## src/rtl/fir_pkg.sv

```systemverilog
// Shared types and width helpers for the serial symmetric FIR.
package fir_pkg;

  typedef enum logic [1:0] {
    IDLE = 2'd0,
    MAC  = 2'd1,
    OUT  = 2'd2
  } state_t;

  localparam int DEF_TAPS = 32;
  localparam int DEF_DW   = 16;
  localparam int DEF_CW   = 20;
  localparam int DEF_FRAC = 16;

  // Accumulator sized so a full TAPS/2 sum of worst-case products cannot overflow.
  function automatic int acc_width(input int dw, input int cw, input int taps);
    return dw + 1 + cw + $clog2(taps / 2);
  endfunction

endpackage

```

## src/rtl/fir_mac.sv

```systemverilog
// Pre-add / multiply / accumulate datapath for one coefficient pair per cycle.
module fir_mac #(
  parameter int DW   = 16,
  parameter int CW   = 20,
  parameter int ACCW = 41
) (
  input  logic                   clk,
  input  logic                   rst_n,
  input  logic                   clr_i,
  input  logic                   en_i,
  input  logic signed [DW-1:0]   xa_i,
  input  logic signed [DW-1:0]   xb_i,
  input  logic signed [CW-1:0]   c_i,
  output logic signed [ACCW-1:0] acc_nx_o
);

  localparam int PW = DW + 1 + CW;

  logic signed [DW:0]     pre;
  logic signed [PW-1:0]   prod;
  logic signed [ACCW-1:0] acc_q, acc_d;

  assign pre  = (DW+1)'(xa_i) + (DW+1)'(xb_i);
  assign prod = PW'(pre) * PW'(c_i);

  always_comb begin
    acc_d = acc_q;
    if (clr_i)     acc_d = '0;
    else if (en_i) acc_d = acc_q + ACCW'(prod);
  end

  always_ff @(posedge clk or negedge rst_n) begin
    if (!rst_n) acc_q <= '0;
    else        acc_q <= acc_d;
  end

  // Exposing the next value lets the top register the rounded result on the last MAC edge.
  assign acc_nx_o = acc_d;

endmodule

```

## src/rtl/fir_sym_serial.sv

```systemverilog
// Serial symmetric FIR: FSM, delay line and coefficient RAM around fir_mac.
// Optional FIR_SAT_EN clamps the rounded output instead of wrapping it.
//
// state | meaning
// IDLE  | ready for a sample; coefficient writes honoured
// MAC   | one pair k per cycle, k = 0 .. TAPS/2-1
// OUT   | result visible, fir_valid pulses if the delay line is warm
module fir_sym_serial
  import fir_pkg::*;
#(
  parameter int TAPS = DEF_TAPS,
  parameter int DW   = DEF_DW,
  parameter int CW   = DEF_CW,
  parameter int FRAC = DEF_FRAC
) (
  input  logic                        clk,
  input  logic                        rst_n,
  input  logic                        data_valid,
  output logic                        data_ready,
  input  logic signed [DW-1:0]        data,
  input  logic                        coef_we,
  input  logic [$clog2(TAPS/2)-1:0]   coef_addr,
  input  logic signed [CW-1:0]        coef_wdata,
  output logic                        fir_valid,
  output logic signed [DW-1:0]        fir_d
);

  localparam int NP   = TAPS / 2;
  localparam int KW   = $clog2(NP);
  localparam int XW   = $clog2(TAPS);
  localparam int WW   = XW + 1;
  localparam int ACCW = acc_width(DW, CW, TAPS);
  localparam logic [KW:0] NP_V = (KW+1)'(NP);

  state_t                 state_q, state_d;
  logic [KW-1:0]          k_q, k_d;
  logic [WW-1:0]          warm_q, warm_d;
  logic signed [DW-1:0]   fir_d_q, fir_d_d;
  logic                   fir_valid_q, fir_valid_d;
  logic signed [DW-1:0]   x_q [TAPS];
  logic signed [CW-1:0]   c_q [NP];

  logic                   accept, mac_en, last, done;
  logic [XW-1:0]          idx_lo, idx_hi;
  logic signed [ACCW-1:0] acc_nx, rnd_sum;
  logic signed [DW-1:0]   rnd_out;

  assign idx_lo = {1'b0, k_q};
  assign idx_hi = XW'(TAPS - 1) - idx_lo;
  assign last   = (k_q == KW'(NP - 1));

  always_comb begin
    state_d    = state_q;
    data_ready = 1'b0;
    accept     = 1'b0;
    mac_en     = 1'b0;
    case (state_q)
      IDLE: begin
        data_ready = 1'b1;
        if (data_valid) begin
          accept  = 1'b1;
          state_d = MAC;
        end
      end
      MAC: begin
        mac_en = 1'b1;
        if (last) state_d = OUT;
      end
      OUT:     state_d = IDLE;
      default: state_d = IDLE;
    endcase
  end

  fir_mac #(
    .DW   (DW),
    .CW   (CW),
    .ACCW (ACCW)
  ) u_mac (
    .clk      (clk),
    .rst_n    (rst_n),
    .clr_i    (accept),
    .en_i     (mac_en),
    .xa_i     (x_q[idx_lo]),
    .xb_i     (x_q[idx_hi]),
    .c_i      (c_q[k_q]),
    .acc_nx_o (acc_nx)
  );

  assign rnd_sum = acc_nx + (ACCW'(1) << (FRAC - 1));

`ifdef FIR_SAT_EN
  logic signed [ACCW-1:0] rnd_sh;
  logic [ACCW-DW:0]       rnd_hi;
  assign rnd_sh = rnd_sum >>> FRAC;
  assign rnd_hi = rnd_sh[ACCW-1:DW-1];
  always_comb begin
    rnd_out = rnd_sh[DW-1:0];
    if (!(&rnd_hi) && (|rnd_hi))
      rnd_out = rnd_hi[ACCW-DW] ? {1'b1, {(DW-1){1'b0}}} : {1'b0, {(DW-1){1'b1}}};
  end
`else
  assign rnd_out = DW'(rnd_sum >>> FRAC);
`endif

  // The result is registered on the final MAC edge so fir_d and fir_valid line up in OUT.
  assign done = mac_en && last;

  always_comb begin
    k_d = k_q;
    if (accept)      k_d = '0;
    else if (mac_en) k_d = k_q + KW'(1);
    warm_d = warm_q;
    if (accept && (warm_q != WW'(TAPS))) warm_d = warm_q + WW'(1);
    fir_valid_d = done && (warm_q == WW'(TAPS));
    fir_d_d     = done ? rnd_out : fir_d_q;
  end

  always_ff @(posedge clk or negedge rst_n) begin
    if (!rst_n) begin
      state_q     <= IDLE;
      k_q         <= '0;
      warm_q      <= '0;
      fir_d_q     <= '0;
      fir_valid_q <= 1'b0;
    end else begin
      state_q     <= state_d;
      k_q         <= k_d;
      warm_q      <= warm_d;
      fir_d_q     <= fir_d_d;
      fir_valid_q <= fir_valid_d;
    end
  end

  always_ff @(posedge clk or negedge rst_n) begin
    if (!rst_n) begin
      for (int i = 0; i < TAPS; i++) x_q[i] <= '0;
    end else if (accept) begin
      x_q[0] <= data;
      for (int i = 1; i < TAPS; i++) x_q[i] <= x_q[i-1];
    end
  end

  always_ff @(posedge clk or negedge rst_n) begin
    if (!rst_n) begin
      for (int i = 0; i < NP; i++) c_q[i] <= '0;
    end else if (coef_we && (state_q == IDLE) && ({1'b0, coef_addr} < NP_V)) begin
      c_q[coef_addr] <= coef_wdata;
    end
  end

  assign fir_valid = fir_valid_q;
  assign fir_d     = fir_d_q;

endmodule

```

## config.mk

```make
export PLATFORM = sky130hd
export DESIGN_NAME = fir_sym_serial
export DESIGN_NICKNAME = d
export VERILOG_FILES = /design/src/rtl/fir_pkg.sv /design/src/rtl/fir_mac.sv /design/src/rtl/fir_sym_serial.sv
export SDC_FILE = /design/constraint.sdc
export NUM_CORES = 2
export LEC_CHECK = 0
export ABC_CLOCK_PERIOD_IN_PS = 22400
export BUFFER_PORTS_ARGS = -buffer_cell sky130_fd_sc_hd__buf_2
export CELL_PAD_IN_SITES_DETAIL_PLACEMENT = 2
export CELL_PAD_IN_SITES_GLOBAL_PLACEMENT = 2
export CORE_AREA = 2 2 301 452
export DETAILED_ROUTE_END_ITERATION = 7
export DIE_AREA = 0 0 303 454
export GPL_TIMING_DRIVEN = 0
export PLACE_DENSITY_LB_ADDON = 0.15
export SYNTH_ARGS = -nofsm -noshare
export SYNTH_HDL_FRONTEND = slang
export SYNTH_SLANG_ARGS = --single-unit
```

## constraint.sdc

```tcl
create_clock -name clk -period 22.4 [get_ports clk]
set_clock_uncertainty 0.1 [all_clocks]
set_input_delay 6.72 -clock clk [delete_from_list [all_inputs] [get_ports clk]]
set_output_delay 6.72 -clock clk [all_outputs]
set_load 0.05 [all_outputs]
```

==> impl_metrics.yaml <==
status:
  status: "finished, violations left"
  violations: "design-rule violations"
route:
  wire_per_inst_um: 26.32
  drt_wl_total_um: 184200
  ant_nets: 0
  num_vias: 37460
  post-route-drc-count: 4
  drt_iter0_markers: 1676
  viasPerCell: 5.353
  firstDrtPassIters: 8
floorplanning:
  initial_core_util_pct: 39.69
  die_w_um: 303
  core_area_um2: 134000
  io-pin-count: 62
  die_area_um2: 137600
  die_y_um: 454
  rows: 165
clock_tree:
  htree_num_levels: 3
  cts_sinks: 893
  cts_root_buffer: "clkbuf_16"
  hold_buffers: 0
  post_cts_buffers: 0
  cts_tree: "built"
  clock_latency_ps: 730
  clk_pin_slew_ps: 60
  cts_resized: 0
  clockBufferDepth: 3
  numCtsBuffers: 95
grt:
  grt_max_degree: 118
  grt_pass1_wl_um: 283800
  grt_pass1_vias: 44280
  antenna_found_initial: 4
  grt_usage_pct: 27.86
  overflow: 0
synthesis:
  seq_area_frac_synth_pct: 42.02
  synth.cell_area_um2: 53180
  yosys_warnings: 0
  ys_seq_elements: 893
  ys_async_sr_fraction_pct: 100.0
  ys.flop_type: "dfrtp_1"
  synthCells: 4999
  syn_avg_cell_area_um2: 10.64
  yosysUniqueCellTypes: 88
  syn_nets: 5495
  synth-edff-count: 0
worst_setup_path:
  end_kind: "flip-flop"
  cp_data_required_time_ps: 22900
  crit_path_max_fanout: 10
  max_stage_delay_ps: 1040
  r2r_cells: 40
  start_kind: "flip-flop"
  crit_arrival_ps: 16370
  setup.worst_path.class: "flip-flop to flip-flop"
  critPathSlowestCell: "clkbuf_1"
  path_common_cell: "fa_1"
  timing.reg2reg.setup_slack_ps: 6540
final_layout:
  fill_cells: 13920
  final_common_cell: "nand2_1"
  layout.nets: 5662
  final_cell_mix: "nand2_1, dfrtp_1, inv_1, fa_1, mux2_2"
  drive_gt1_share_pct: 16.69
  syn2layout_area_growth_pct: 11.53
timing:
  setup_viol: 0
  relSlewSlack_pct: 5.111
  slew_violations: 0
  hold_ws_ps: 365.5
  worst-slew-pin-transition_ps: 1418
  rsz0062_at_grt: "no"
  fmax_ghz: 0.06304
  finalHoldViolCount: 0
  fin_crit_ps: 15860
  fin_crit_sh_pct: 70.82
worst_hold_path:
  min_path_cells: 1
  holdCritPathClass: "flip-flop to flip-flop"
placed_design:
  place.gp.congestion: 0.8613
  place.port_buffers: 59
  dpl.hpwl_um: 141000
job:
  drv_cap: 0
metal layers:
metal / part of all wire, % / GRT usage [%] / vias up / wire (um)
met5: 0 / 0 / - / 0
met2: 55 / 52.53 / 528 / 101200
met4: 5.5 / 13.42 / 0 / 10120
met1: 37 / 30.96 / 20180 / 68500
li1: - / - / 16420 / -
met3: 2.4 / 2.735 / 335 / 4411
flip-flops by register name (all words and copies together) (netlist names):
register / count
u_mac.acc_q: 32
state_q: 2
fir_valid: 1
c_q: 320
warm_q: 6
k_q: 4
fir_d: 16
x_q: 512
layout make-up:
class / count / area, um2 / share of cell area (%)
Multi-Input combinational cell: 3388 / 28050 / 47.29
Sequential cell: 893 / 22350 / 37.68
Clock buffer: 141 / 2800 / 4.721
Tap cell: 1753 / 2193 / 3.698
Inverter: 426 / 1599 / 2.696
Buffer: 292 / 1202 / 2.027
Timing Repair Buffer: 70 / 571.8 / 0.9641
Clock inverter: 34 / 545.5 / 0.9198
Antenna cell: 2 / 5.005 / 0.008438
synthesized netlist by cell type, drive strengths merged, types with 23 or more instances:
cell type | instances | area share (%)
nand2 | 1797 | 13
dfrtp | 893 | 42
inv | 425 | 3.0
fa | 335 | 13
mux2 | 324 | 6.9
mux4 | 258 | 11
clkbuf | 252 | 1.9
ha | 117 | 2.8
and2 | 94 | 1.1
nor2 | 85 | 0.60
o21ai | 61 | 0.58
xnor2 | 48 | 0.79
a21oi | 40 | 0.38
buf | 40 | 0.38
nand3 | 26 | 0.25
xor2 | 23 | 0.38
worst paths after layout:
path / startpoint / to
max: k_q[1] / fir_d[15]
max reg2reg: k_q[1] / fir_d[15]
min reg2reg: warm_q[5] / warm_q[5]
max in group asynchronous: rst_n / u_mac.acc_q[30]
min in group asynchronous: rst_n / x_q[213]
min: warm_q[5] / warm_q[5]
critical path: cells and delay by family (launching register included):
kind	cells	cell delay (ps)
AO/OA/AOI/OAI	9	2810
AND/OR/NAND/NOR	6	1690
multiplexers	2	1090
buffers and inverters	11	4670
adder cells (fa/ha/maj)	8	3480
XOR/XNOR	4	1370
flip-flops	1	480
metrics by stage:
step	setup TNS (ps)	setup slack, ps	instance area, um2	utilization, %	std cells
after detailed placement	0	6598	55960	41.76	6822
after global routing	0	5852	59310	44.26	6998
after CTS	0	6459	59300	44.26	6997
after floorplan	0	11310	53180	-	4999
after global placement	-5098190	-5910	55670	41.55	6811
final	0	6536	59310	44.27	6999
cells by family after synthesis:
kind of cell             synth area share, %
AO/OA/AOI/OAI                          2.409
XOR/XNOR                               1.254
adder cells (fa/ha/maj)                15.36
buffers and inverters                  5.258
flip-flops                             42.02
multiplexers                           17.93
AND/OR/NAND/NOR                        15.77
Power is not shown: default switching activity piles up to over one toggle a cycle in this logic, so the estimate is an artifact.
